**config.mk**
```make
export PLATFORM = sky130hd
export DESIGN_NAME = display_bcd_conv
export DESIGN_NICKNAME = d
export VERILOG_FILES = /design/src/rtl/display_bcd_conv_pkg.sv /design/src/rtl/display_bcd_conv_bcd_add3.sv /design/src/rtl/display_bcd_conv.sv
export SDC_FILE = /design/constraint.sdc
export NUM_CORES = 1
export LEC_CHECK = 0
export ABC_AREA = 1
export ABC_CLOCK_PERIOD_IN_PS = 2000
export CORE_ASPECT_RATIO = 1.75
export CORE_UTILIZATION = 56
export DETAILED_ROUTE_END_ITERATION = 10
export PLACE_DENSITY = 0.88
export SLEW_MARGIN = 20
export SYNTH_ARGS = -nofsm -noshare
export SYNTH_HDL_FRONTEND = slang
export SYNTH_SLANG_ARGS = --single-unit
```
**constraint.sdc**
```tcl
create_clock -name clk -period 2 [get_ports clk]
set_input_delay 0.4 -clock clk [delete_from_list [all_inputs] [get_ports clk]]
set_output_delay 0.4 -clock clk [all_outputs]
set_load 0.01 [all_outputs]
```
**src/rtl/display_bcd_conv_pkg.sv**
```systemverilog
// ============================================================================
// display_pkg : shared types and constants for the display BCD converter
// Revision    : 1.0 - initial release
// ============================================================================
`default_nettype none

package display_pkg;

    typedef enum logic [1:0] {
        IDLE   = 2'd0,
        ABS    = 2'd1,
        SHIFT  = 2'd2,
        COMMIT = 2'd3
    } state_t;

    localparam int BCD_DIGITS      = 3;
    localparam int MAG_BITS        = 10;
    localparam int SHIFT_COUNT     = 10;
    localparam int DEFAULT_MAX_MAG = 999;

endpackage

`default_nettype wire

```
**src/rtl/display_bcd_conv_bcd_add3.sv**
```systemverilog
// ============================================================================
// bcd_add3 : double-dabble digit correction (digit >= 5 gets +3)
// Revision : 1.0 - initial release
// ============================================================================
`default_nettype none

module bcd_add3 (
    input  logic [3:0] digit_i,
    output logic [3:0] digit_o
);

    assign digit_o = (digit_i >= 4'd5) ? digit_i + 4'd3 : digit_i;

endmodule

`default_nettype wire

```
**src/rtl/display_bcd_conv.sv**
```systemverilog
// ============================================================================
// display_bcd_conv : signed tenths value to 3-digit BCD plus sign/saturation,
//                    one double-dabble shift per clock behind valid/ready
// Revision         : 1.0 - initial release
// ============================================================================
`default_nettype none

module display_bcd_conv
    import display_pkg::*;
#(
    parameter int WIDTH   = 12,
    parameter int MAX_MAG = DEFAULT_MAX_MAG
) (
    input  logic             clk,
    input  logic             reset_n,
    input  logic             in_valid,
    output logic             in_ready,
    input  logic [WIDTH-1:0] in_value,
    output logic [3:0]       num2,
    output logic [3:0]       num1,
    output logic [3:0]       num0,
    output logic             neg,
    output logic             sat,
    output logic             done
);

    state_t                      state_q;
    logic [WIDTH-1:0]            value_q;
    logic [MAG_BITS-1:0]         mag_q;
    logic [4*BCD_DIGITS-1:0]     bcd_q;
    logic [3:0]                  cnt_q;
    logic                        sign_q;
    logic                        sat_q;

    logic [WIDTH-1:0]            w_abs;
    logic                        w_over;
    logic [4*BCD_DIGITS-1:0]     w_bcd_adj;
    logic [4*BCD_DIGITS-1:0]     bcd_d;

    // Unsigned negation keeps -2^(WIDTH-1) representable as 2^(WIDTH-1).
    assign w_abs  = value_q[WIDTH-1] ? (-value_q) : value_q;
    assign w_over = (w_abs > WIDTH'(MAX_MAG));

    generate
        for (genvar g = 0; g < BCD_DIGITS; g++) begin : g_digit
            bcd_add3 u_add3 (
                .digit_i (bcd_q[4*g +: 4]),
                .digit_o (w_bcd_adj[4*g +: 4])
            );
        end
    endgenerate

    assign bcd_d    = {w_bcd_adj[4*BCD_DIGITS-2:0], mag_q[MAG_BITS-1]};
    assign in_ready = (state_q == IDLE);

    always_ff @(posedge clk or negedge reset_n) begin
        if (!reset_n) begin
            state_q <= IDLE;
            value_q <= '0;
            mag_q   <= '0;
            bcd_q   <= '0;
            cnt_q   <= '0;
            sign_q  <= 1'b0;
            sat_q   <= 1'b0;
            num2    <= '0;
            num1    <= '0;
            num0    <= '0;
            neg     <= 1'b0;
            sat     <= 1'b0;
            done    <= 1'b0;
        end else begin
            done <= 1'b0;
            case (state_q)
                IDLE: begin
                    if (in_valid) begin
                        value_q <= in_value;
                        state_q <= ABS;
                    end
                end
                ABS: begin
                    mag_q   <= w_over ? MAG_BITS'(MAX_MAG) : w_abs[MAG_BITS-1:0];
                    sat_q   <= w_over;
                    sign_q  <= value_q[WIDTH-1];
                    bcd_q   <= '0;
                    cnt_q   <= '0;
                    state_q <= SHIFT;
                end
                SHIFT: begin
                    bcd_q <= bcd_d;
                    mag_q <= {mag_q[MAG_BITS-2:0], 1'b0};
                    cnt_q <= cnt_q + 4'd1;
                    if (cnt_q == 4'(SHIFT_COUNT - 1))
                        state_q <= COMMIT;
                end
                COMMIT: begin
                    num2    <= bcd_q[11:8];
                    num1    <= bcd_q[7:4];
                    num0    <= bcd_q[3:0];
                    neg     <= sign_q;
                    sat     <= sat_q;
                    done    <= 1'b1;
                    state_q <= IDLE;
                end
                default: state_q <= IDLE;
            endcase
        end
    end

endmodule

`default_nettype wire

```
Word level (Yosys, flattened, before mapping)
Cells that the tools add are included.
{"block": "word_totals", "input_bits": 15, "word_cells": 44, "output_inout_bits": 16, "reg_bits": 57}
{"block": "classes", "eq_ne": 6, "n_lt_le_gt_ge": 4, "add_sub_neg": 5, "n_reduce_logical": 4, "muxes": 12}
{"cell": "one-hot mux 12 bit (2 select lines)", "count": 1}
{"cell": "one-hot mux 10 bit (2 select lines)", "count": 1}
{"cell": ">= comparator 4 x 3 -> 1 bit (second input constant)", "count": 3}
{"cell": "greater-than comparator 12 x 10 -> 1 bit (second input constant)", "count": 1}
{"cell": "two-way mux 12 bit", "count": 1}
{"cell": "negation 12 bit", "count": 1}
{"cell": "two-way mux 10 bit", "count": 1}
{"cell": "adder 4 x 2 -> 4 bit (second input constant)", "count": 2}
{"cell": "two-way mux 4 bit", "count": 2}
{"cell": "one-hot mux 2 bit (4 select lines)", "count": 1}
{"cell": "one-hot mux 4 bit (2 select lines)", "count": 1}
{"cell": "adder 4 x 1 -> 4 bit (second input constant)", "count": 1}
{"cell": "== test 2 bit (second input constant)", "count": 2}
{"cell": "== test 4 bit (second input constant)", "count": 1}
{"cell": "two-way mux 2 bit", "count": 2}
{"cell": "!= test 2 bit (second input constant)", "count": 2}
{"cell": "AND reduction 2 bit", "count": 2}
{"cell": "adder 3 x 2 -> 3 bit (second input constant)", "count": 1}
{"cell": "two-way mux 3 bit", "count": 1}
{"cell": "== test 2 x 1 -> 1 bit (second input constant)", "count": 1}
{"cell": "zero test 2 bit", "count": 1}
{"cell": "nonzero test 2 bit", "count": 1}
{"cell": "two-way mux 1 bit", "count": 1}

Longest topological paths before layout
{"block": "logic_depth", "word_depth": 5, "ltp_mapped": 14, "depth_no_buf": 14}

Cells and area by module
A second synthesis with hierarchy kept.
{"block": "hier_totals", "hier_cells": 378, "hier_area_um2": 3099.2}
{"module": "display_bcd_conv", "area_per_inst_um2": 2693.8, "seq_area_each_um2": 1426.4, "n_inst": 1, "cells_per_inst": 309}
{"module": "bcd_add3", "area_per_inst_um2": 135.1, "seq_area_each_um2": 0.0, "n_inst": 3, "cells_per_inst": 23}

Least setup slack after synthesis
No wires, ideal clock.
{"block": "synth_path", "path_type": "register -> register", "from": "register state_q[0]", "to": "register mag_q[3]", "t_arrival_ns": 1.461, "setup_slack_ns": 0.463, "setup_ns": 0.075, "stages_incl_launch_ff": 8, "synth_period_minus_slack_ns": 1.537, "t_required_ns": 1.925, "path_buffers": 1, "path_cell_list": "dfrtp_1 -> inv_1 -> ha_1 -> buf_2 -> clkinv_1 -> nor2_1 -> nand3_1 -> o21bai_2"}
{"block": "synth_between", "elab_chain_len": 2, "word_cells_on_any_way": 4, "classes_between": "eq/ne (2); mux (1); reduce/logical (1)"}
{"item": "start: declaration", "line_no": "display_bcd_conv.sv:27", "rtl": "state_t state_q;"}
{"item": "start signal: assignment", "line_no": "display_bcd_conv.sv:58", "rtl": "state_q <= IDLE;"}
{"item": "start signal: assignment", "line_no": "display_bcd_conv.sv:77", "rtl": "state_q <= ABS;"}
{"item": "start signal: assignment", "line_no": "display_bcd_conv.sv:86", "rtl": "state_q <= SHIFT;"}
{"item": "== test 2 bit or == test 2 x 1 -> 1 bit (tied branches)", "line_no": "display_bcd_conv.sv:73", "rtl": "case (state_q)"}
{"item": "one-hot mux 10 bit (2 select lines) or nonzero test 2 bit (tied branches)"}
{"item": "end signal: assignment", "line_no": "display_bcd_conv.sv:81", "rtl": "mag_q <= w_over ? MAG_BITS'(MAX_MAG) : w_abs[MAG_BITS-1:0];"}
{"item": "end signal: assignment", "line_no": "display_bcd_conv.sv:90", "rtl": "mag_q <= {mag_q[MAG_BITS-2:0], 1'b0};"}
{"item": "end: declaration", "line_no": "display_bcd_conv.sv:29", "rtl": "logic [MAG_BITS-1:0] mag_q;"}
Parallel ways exist; a longest one is shown, timed or not.
A chain may end at the register's enable or synchronous reset.

Final worst setup path
{"block": "layout_path", "from": "register value_q[0]", "to": "register mag_q[8]"}
{"block": "layout_between", "elab_chain_len": 5}
{"item": "start: declaration", "line_no": "display_bcd_conv.sv:28", "rtl": "logic [WIDTH-1:0] value_q;"}
{"item": "start signal: assignment", "line_no": "display_bcd_conv.sv:76", "rtl": "value_q <= in_value;"}
{"item": "negation 12 bit", "line_no": "display_bcd_conv.sv:41", "rtl": "assign w_abs = value_q[WIDTH-1] ? (-value_q) : value_q;"}
{"item": "two-way mux 12 bit *", "line_no": "display_bcd_conv.sv:41"}
{"item": "greater-than comparator 12 x 10 -> 1 bit", "line_no": "display_bcd_conv.sv:42", "rtl": "assign w_over = (w_abs > WIDTH'(MAX_MAG));"}
{"item": "two-way mux 10 bit *", "line_no": "display_bcd_conv.sv:81"}
{"item": "one-hot mux 10 bit (2 select lines) *", "line_no": "display_bcd_conv.sv:73"}
Mark *: on every way between the ends. The rest lies on a longest branch, timed or not.

==> metrics.yaml <==
timing:
  setup_viol: 0
  finalCriticalPeriod_ns: 1.79
  fin_worst_skew_ns: 0.00840
  fin_crit_sh_pct: 89.3
  setup_tns_ns: 0
  slew_violations: 0
  tightestPinTransition_ns: 0.555
  whs_ns: 0.0477
  hold_viol_final: 0
  relSlewSlack_pct: 63.0
  rsz0062_at_grt: "no"
  fmaxAchievable_ghz: 0.560
synthesis:
  ys_warn_count: 0
  ys_seq_area_share_pct: 48.0
  synth_cells: 360
  yosys-top-cells-count: "nand2_1 (64), dfrtp_1 (57), nor2_1 (55), inv_1 (37), a21oi_1 (29)"
  synth_seq_cells: 57
  synth_top_cell_area_share_pct: 48.0
  synth_edf_count: 0
  synth_ff_type: "dfrtp_1"
  syn-num-nets: 388
  avgSynthCellArea_um2: 8.26
  synth.most_common_cell: "nand2_1"
  synth-async-reset-ratio_pct: 100
  synth_area_leaders: "dfrtp_1 (48%), nand2_1 (8.1%), nor2_1 (6.9%)"
  yosys.area.top_type: "dfrtp_1"
  netlist_area_mm2: 0.00297
  ys_types: 33
clock_network:
  clock_sink_count: 57
  hold_buffers: 0
  cts_inserted_buffers: 9
  clk_path_buf_depth: 2
  h-tree-depth: 3
  root_buffer: "clkbuf_8"
  ctsResizeCount: 1
  cts_tree: "yes"
  clk_pin_slew_ns: 0.06
  clk_latency_ns: 0.34
  post-cts-setup-buffers: 0
routing:
  drt_first_iter_violations: 165
  firstDrtPassIters: 7
  drcViolationCount: 10
  final_antenna_net_count: 0
  wl_per_cell_um: 13.7
  viasPerCell: 5.39
  wirelength_um: 6230
  vias: 2448
worst_setup_path:
  max_stage_delay_ns: 0.36
  crit_buf_inv: 1
  worst-endpoint-required_ns: 2.23
  cp-start-kind: "flip-flop"
  cp_cell_sequence: "inv_1 > ha_1 > nand3_2 > o21ai_2 > nand3_1 > o21ai_2 > nand3_1 > nand2_1 > nand2_1"
  crit_family: "simple AND/OR/NAND/NOR gates"
  crit_type: "reg -> reg"
  path_max_fanout: 9
  worstPathArrival_ns: 2.02
  worst_path_max_delay_cell: "dfrtp_1"
  end_kind: "flip-flop"
floorplanning:
  num_rows: 34
  core_mm2: 0.00502
  die_x_um: 57.1
  fp.dieH_um: 98.4
  initial_utilization_pct: 59.2
  ioPinCount: 31
  dieArea_mm2: 0.00562
power_and_ir_drop:
  ir_drop_v: 0.000979
  power.density_mw_per_mm2: 1660
  leakage_uw: 0.00171
global_routing:
  grt_max_degree: 58
  gr-total-overflow: 0
  antenna_found_initial: 0
  grt_pass1_vias: 2434
  grt_usage_pct: 24.7
  grt_pass1_wl_um: 10500
finish:
  fill_cells: 385
  drive_gt1_share_pct: 13.0
  antenna_cells: 0
  fin_nets: 424
  area_growth_pct: 19.1
placed_design:
  portBuffers: 30
  globalplace.congestion: 0.853
  place_hpwl_um: 4490
hold_path:
  hp-class: "in -> async"
job:
  cap_violations: 0
outcome:
  status: "finished with violations"
  violations: "DRC"
==> area by class of cell <==
cell class | count | area (µm²) | share of cell area [%]
timing repair buffer | 37 | 359 | 10.1
inverter | 42 | 158 | 4.45
clock buffer | 12 | 155 | 4.38
sequential | 57 | 1430 | 40.3
multi-input combinational | 249 | 1340 | 37.7
tap | 54 | 67.6 | 1.91
clock inverter | 3 | 40.0 | 1.13
==> placed cells by master, fill, tap and decap left out, types with 2 or more instances in the layout <==
| cell type | n |
|---|---|
| xor2_1 | 2 |
| o21ai_2 | 3 |
| clkbuf_8 | 11 |
| nand3_1 | 25 |
| ha_1 | 13 |
| a21oi_1 | 29 |
| nand3_2 | 2 |
| dfrtp_1 | 57 |
| o21ai_0 | 20 |
| nand2_2 | 7 |
| o32ai_1 | 2 |
| clkdlybuf4s50_1 | 28 |
| nor2_2 | 2 |
| nand2_1 | 64 |
| clkinv_2 | 2 |
| inv_2 | 4 |
| o21bai_2 | 2 |
| o22ai_1 | 7 |
| buf_4 | 6 |
| nand2_4 | 3 |
| nor2_1 | 55 |
| inv_1 | 37 |
| nor2_4 | 4 |
==> logic make-up after synthesis <==
group,synth area share (%)
AOI/OAI and AO/OA,12.7
xor gates and xnor gates,1.14
buffers and inverters,7.07
and+or+nand+nor,25.3
adders and majority gates,5.47
muxes,0.379
DFF,48.0
==> worst paths after layout <==
check | endpoint | from | slack (ns) | cells after the start
max reg2reg | mag_q[8]$_DFFE_PN0P_ | value_q[0]$_DFFE_PN0P_ | 0.21 | 9
min | bcd_q[2]$_DFFE_PN0P_ | reset_n | 0.05 | 2
min in group clk | mag_q[0]$_DFFE_PN0P_ | mag_q[0]$_DFFE_PN0P_ | 0.48 | 2
max | mag_q[8]$_DFFE_PN0P_ | value_q[0]$_DFFE_PN0P_ | 0.21 | 9
max in group asynchronous | bcd_q[11]$_DFFE_PN0P_ | reset_n | 1.70 | 2
min reg2reg | mag_q[0]$_DFFE_PN0P_ | mag_q[0]$_DFFE_PN0P_ | 0.48 | 2
==> through the flow <==
stage / cells / power, µW / util [%] / cell area, µm² / worst slack, ns
2_1_floorplan: 360 / 3860 / - / 2970 / 0.463
3_3_place_gp: 439 / 4640 / 66.7 / 3350 / 0.332
3_5_place_dp: 439 / 4780 / 66.7 / 3350 / 0.265
4_1_cts: 454 / 5880 / 70.6 / 3540 / 0.234
5_1_grt: 454 / 6290 / 70.6 / 3540 / 0.0411
6_report: 454 / 5880 / 70.6 / 3540 / 0.214
==> state kept, by name, summed over array words and instances, names as in the netlist <==
name	count
num1	4
neg	1
num2	4
value_q	12
cnt_q	4
bcd_q	12
done	1
state_q	2
mag_q	10
sign_q	1
sat	1
num0	4
sat_q	1
==> metal layers <==
layer	routed length (µm)	global-route usage, %
met1	2280	24.7
met5	0	0
met4	130	12.6
met2	3600	46.1
met3	221	5.17
==> report_power, final <==
group          total, µW  switching (µW)  internal [µW]  leakage [µW]
clock               1080             446            632      0.000102
combinational       2850            1690           1150      0.000908
sequential          1950             328           1620      0.000698
total               5880            2470           3410       0.00171
(Power assumes the default switching activity.)
==> RTL edit 1 (same settings) <==
Encoding of `state_t`: now one-hot (4 bits for 4 states).
--- a/src/rtl/display_bcd_conv_pkg.sv
+++ b/src/rtl/display_bcd_conv_pkg.sv
@@ -6,11 +6,11 @@
 
 package display_pkg;
 
-    typedef enum logic [1:0] {
-        IDLE   = 2'd0,
-        ABS    = 2'd1,
-        SHIFT  = 2'd2,
-        COMMIT = 2'd3
+    typedef enum logic [3:0] {
+        IDLE   = 4'b0001,
+        ABS    = 4'b0010,
+        SHIFT  = 4'b0100,
+        COMMIT = 4'b1000
     } state_t;
 
     localparam int BCD_DIGITS      = 3;
Formal check against the unedited RTL: no difference found for any inputs over 10 cycles, from zero or initial values and one cycle with reset_n low; not proved beyond that.
==> RTL edit 1 against the unedited design <==
The run still ends with design-rule violations left. Sequential cell count grew 2. Sequential share of layout area is 0.94 points higher. Area after synthesis is 0.93% higher. Design area is 1.2% higher. Power fell by 16%. Critical path type is now flop to primary output. Combinational power shrank 33%. Wire length decreased by 2.4%. Sequential power is 7% lower. Synthesized cell count unchanged. Setup slack lost 0.11 ns. Critical path depth down 5.
==> RTL edit 1: results (changes against the unedited design) <==
YOSYS
---------------------------------------------------------------------------------
Main area contributors after synthesis                               dfrtp_1 48%, nand2_1 11%, inv_1 5.9%, nand3_1 5.0%, o21ai_0 4.5%
Net count after synthesis                                                     384   -1.0%
Sequential share of the synthesized area                                    49.2%   +1.3 points
Unique masters post-synth                                                      31   -6.1%
Top cell types by occurrence after synthesis                         91 x nand2_1, 58 x dfrtp_1, 47 x inv_1

DETAILED ROUTING
---------------------------------------------------------------------------------
Detail-routed net length per standard cell                                13.3 um   -3.2%
Remaining routing DRC violations                                                2   -8
Number of vias after detailed routing                                        2527   +3.2%
Iteration-0 DRC count of the detailed router                                   91   -45%

GRT
---------------------------------------------------------------------------------
Total routing usage reported by global routing                              24.9%   +0.28 points
Maximum number of pins on one net before global-route repair                   60   +3.4%
Number of antenna violations at the first check in global routing               0   unchanged
Global-route wire length before repair                                   10900 um   +3.7%

CRITICAL PATH
---------------------------------------------------------------------------------
Arrival time of data at the critical path endpoint                        1.50 ns   -0.52 ns
Critical Path Fanout Max                                                        3   -6
Critical path's largest stage delay                                       0.44 ns   +0.08 ns
FF-to-FF setup slack                                                      0.27 ns   +0.06 ns
Crit. Startpoint                                                       state_q[2]

RUN STATUS
---------------------------------------------------------------------------------
Violated checks                                                      design-rule violations
Outcome                                                              finished with violations

LAYOUT
---------------------------------------------------------------------------------
Filler Cell Count                                                             373   -3.1%
Cell Count, Final, Fillers Out                                                458   +0.88%
Total number of nets in the final design                                      423   -0.24%

PLACEMENT
---------------------------------------------------------------------------------
DP Worst Slack                                                           0.130 ns   -0.136 ns
Detailed placement HPWL                                                   4200 um   -6.4%
Routability Congestion                                                      0.797   -6.5%
Placed Cells                                                                  442   +0.68%

CTS
---------------------------------------------------------------------------------
Worst-path clk slew                                                       0.07 ns
Number of buffers inserted during clock tree synthesis                          9   unchanged
Source-to-sink clock delay at the later pin of the worst-skew pair        0.34 ns   about the same

PWR
---------------------------------------------------------------------------------
Worst vdd ir                                                             0.915 mV   -6.5%
Leakage                                                                   1.73 nW   +1.3%

TIMING
---------------------------------------------------------------------------------
Measured slew at the worst slew-check pin                                0.446 ns   -0.110 ns
Hold slack                                                              0.0454 ns   -0.00223 ns
Worst setup skew after layout                                           0.0107 ns   +0.00235 ns
Final min period                                                          1.90 ns   +0.110 ns

[RTL edit 1: area by class of cell]
type / instances / area, um2 / area share (%)
clock buffer: 11 / 151 / 4.22
clock inverter: 5 / 75.1 / 2.09
inverter: 53 / 201 / 5.62
multi-input combinational: 238 / 1250 / 34.8
sequential: 59 / 1480 / 41.2
tap: 54 / 67.6 / 1.88
timing repair buffer: 38 / 367 / 10.2
[RTL edit 1: cell families after synthesis]
family,Yosys count,share of synthesized area [%]
AND/OR/NAND/NOR,154,23.2
XOR/XNOR,4,1.17
flip-flops,59,49.2
adder cells (fa/ha/maj),9,3.75
buffers and inverters,63,9.30
AO/OA/AOI/OAI,71,13.3
[RTL edit 1: metal layers]
metal / part of all wire, % / GRT usage [%]
met5: 0 / 0
met4: 2.0 / 12.2
met3: 3.3 / 5.38
met2: 55 / 44.8
met1: 39 / 27.0
[RTL edit 1: power by group]
group | leakage [nW] | switching [mW] | internal [mW]
combinational | 0.836 | 1.18 | 0.716
clock | 0.119 | 0.465 | 0.763
sequential | 0.775 | 0.274 | 1.53
total | 1.73 | 1.92 | 3.01
[RTL edit 1: worst paths after layout]
path                       cells past startpoint          to
min                                            2    bcd_q[2]
max reg2reg                                   12       sat_q
min reg2reg                                    2     num0[1]
max in group asynchronous                      2  state_q[0]
min in group clk                               2     num0[1]
max                                            4    in_ready
[RTL edit 1: timing repair]
item	in CTS	in global routing
buffers inserted	0	0
resized for setup	1	1
setup endpoints to repair	1	1
[RTL edit 1: worst max-delay path, delay by kind of cell (launching register included)]
family / cells / cell delay (ns)
flops: 1 / 0.44
simple gates: 2 / 0.34
buf+inv: 2 / 0.40
==> RTL edit 2 (same settings) <==
Without the edit above. Change the package constant `MAG_BITS` from 10 to 11.
--- a/src/rtl/display_bcd_conv_pkg.sv
+++ b/src/rtl/display_bcd_conv_pkg.sv
@@ -14,7 +14,7 @@
     } state_t;
 
     localparam int BCD_DIGITS      = 3;
-    localparam int MAG_BITS        = 10;
+    localparam int MAG_BITS        = 11;
     localparam int SHIFT_COUNT     = 10;
     localparam int DEFAULT_MAX_MAG = 999;
 
Behaviour: same outputs for any inputs over 10 cycles, from zero or initial values and one cycle with reset_n low; that may be too few to reach the edited logic, so the function may still have changed.
==> RTL edit 2 against the unedited design <==
The flow still finishes with violations (design-rule violations). Wire length is 4.4% higher. Sequential share of layout area is 0.079 points higher. First-iteration DRC count is 22% lower. Area after synthesis is 2.2% higher. Sequential cell count is 1 higher. Fmax is 1.5% lower. Design area is 1.6% higher. Power is 0.68% higher. Setup slack worse by 0.028 ns. Core utilization is 2.1 points lower. Critical endpoint is now mag_q[2]. Largest power group unchanged.
==> RTL edit 2: results (changes against the unedited design) <==
RUN STATUS
---------------------------------------------------------------------------------
Outcome                                                              finished with violations
Violated checks                                                      design-rule violations

CTS
---------------------------------------------------------------------------------
Source-to-sink clock delay at the later pin of the worst-skew pair        0.34 ns   about the same
Worst-path clk slew                                                       0.06 ns   about the same
Clock H-tree levels                                                             3   unchanged
Number of buffers inserted during clock tree synthesis                          9   unchanged
Library cell used as clock root buffer                                   clkbuf_8
Number of buffers inserted to repair setup after CTS                            0   unchanged
Max clock buf depth                                                             2   unchanged

PWR
---------------------------------------------------------------------------------
Worst vdd ir                                                             0.910 mV   -7.0%
Leakage                                                                   1.75 nW   +2.5%

YOSYS
---------------------------------------------------------------------------------
Warning count from the yosys run                                                0   unchanged
Net count after synthesis                                                     402   +3.6%
Count of flip-flops with a built-in enable after synthesis                      0   unchanged
Top cell types by occurrence after synthesis                         68 x nand2_1, 58 x dfrtp_1, 49 x nor2_1
Share of synthesized registers carrying an async set or reset                100%   unchanged
Top flip-flop cell by instance count after synthesis                      dfrtp_1
Main area contributors after synthesis                               dfrtp_1 48%, nand2_1 8.4%, nor2_1 6.1%, a21oi_1 5.8%, inv_1 5.4%
Sequential share of the synthesized area                                    47.8%   -0.22 points
Unique masters post-synth                                                      30   -9.1%

LAYOUT
---------------------------------------------------------------------------------
Antenna cells                                                                   0   unchanged
Share of post-route cells with drive strength above 1                       11.8%   -1.2 points
Registers with the most flip-flops                                   bcd_q (12), value_q (12), mag_q (11)
Filler Cell Count                                                             413   +7.3%
Total number of nets in the final design                                      438   +3.3%

TIMING
---------------------------------------------------------------------------------
Worst slew slack as a fraction of its limit                                 59.8%   -3.2 points
Worst setup skew after layout                                          0.00546 ns   -0.00293 ns
Count of endpoints failing hold in the final timing report                      0   unchanged

CRITICAL PATH
---------------------------------------------------------------------------------
Critical Path Fanout Max                                                        9   unchanged
Arrival time of data at the critical path endpoint                        2.05 ns   +0.03 ns
Critical path's largest stage delay                                       0.39 ns   +0.03 ns
Critical-path top delay cell                                              dfrtp_1
Depth of the worst register-to-register path                                   11   +2

DETAILED ROUTING
---------------------------------------------------------------------------------
Remaining routing DRC violations                                                5   -5
Vias/cell                                                                    5.41   +0.38%
Iteration-0 DRC count of the detailed router                                  128   -22%
First-pass iteration count of the detailed router                               7   unchanged
Detail-routed net length per standard cell                                13.8 um   +0.80%

PLACEMENT
---------------------------------------------------------------------------------
PortBufs                                                                       30   unchanged
Detailed placement HPWL                                                   4630 um   +3.2%
Routability Congestion                                                      0.914   +7.2%
DP Worst Slack                                                           0.219 ns   -0.0467 ns

WORST HOLD PATH
---------------------------------------------------------------------------------
Kind of path behind the tightest hold check                          primary input to async pin

GRT
---------------------------------------------------------------------------------
Global-route wire length before repair                                   11200 um   +6.3%
Number of global-route vias before repair                                    2603   +6.9%
Number of antenna violations at the first check in global routing               0   unchanged
Maximum number of pins on one net before global-route repair                   36   -38%
Total routing usage reported by global routing                              25.9%   +1.3 points

RTL edit 2: cell count changes after synthesis, moves of 2 or more:
cell	delta
o21ai_2	-2
inv_1	+7
buf_2	-2
nand3_1	+3
a21oi_1	+6
buf_4	+2
nor2_1	-6
nand3_2	-2
inv_2	+2
nor2_4	-2
nand2_1	+4
nor3_1	+2
o21ai_1	+2
RTL edit 2: path summary, 6_finish.rpt:
kind,start,endpoint,slack [ns]
worst max register to register,value_q[1],mag_q[2],0.19
min in group clk,mag_q[9],mag_q[9],0.48
max in group asynchronous,reset_n,value_q[4],1.38
worst max-delay path,value_q[1],mag_q[2],0.19
worst min-delay path,reset_n,num0[3],0.04
worst min register to register,mag_q[9],mag_q[9],0.48
RTL edit 2: area by class of cell:
| cell class | count | area [um2] | area share (%) |
|---|---|---|---|
| Multi-Input combinational cell | 253 | 1330 | 36.8 |
| Inverter | 50 | 188 | 5.22 |
| Clock buffer | 14 | 163 | 4.52 |
| Clock inverter | 2 | 35.0 | 0.974 |
| Timing Repair Buffer | 38 | 367 | 10.2 |
| Tap cell | 55 | 68.8 | 1.91 |
| Sequential cell | 58 | 1450 | 40.3 |
RTL edit 2: critical path, delay by kind of cell, from the launching register on:
family / cells / cell delay, ns
flops: 1 / 0.39
compound gates: 2 / 0.24
buf+inv: 1 / 0.11
fa+ha+maj: 1 / 0.27
simple gates: 7 / 0.69
RTL edit 2: timing repair:
action	4_1_cts	5_1_grt
endpoints found under the setup margin	1	0
hold buffers	0	0
gates resized for setup	2	0
RTL edit 2: through the flow:
stage / area (um2) / instances / total power, mW
2_1_floorplan: 3040 / 374 / 3.95
3_3_place_gp: 3400 / 454 / 4.69
3_5_place_dp: 3400 / 454 / 4.82
4_1_cts: 3600 / 470 / 5.95
5_1_grt: 3600 / 470 / 6.39
6_report: 3600 / 470 / 5.92
RTL edit 2: report_power, final:
| group | switching (mW) | internal, mW | total [mW] |
|---|---|---|---|
| clock network | 0.449 | 0.643 | 1.09 |
| registers | 0.330 | 1.64 | 1.97 |
| logic | 1.70 | 1.15 | 2.85 |
| total | 2.48 | 3.43 | 5.92 |
RTL edit 2: kinds of logic (layout without fill, tap and decap cells):
family,after synthesis,count (layout),share of synthesized area [%]
buffers and inverters,63,104,8.73
multiplexers,1,1,0.370
flip-flops,58,58,47.8
XOR/XNOR,2,2,0.576
AND/OR/NAND/NOR,166,166,24.2
adder cells (fa/ha/maj),13,13,5.35
AO/OA/AOI/OAI,71,71,13.0
RTL edit 2: per-layer routing:
layer	vias up	routed length (um)	GRT usage, %
met5	-	0	0
met4	0	186	15.2
met3	16	201	6.11
met2	57	3680	48.3
met1	1203	2430	24.9
li1	1268	-	-
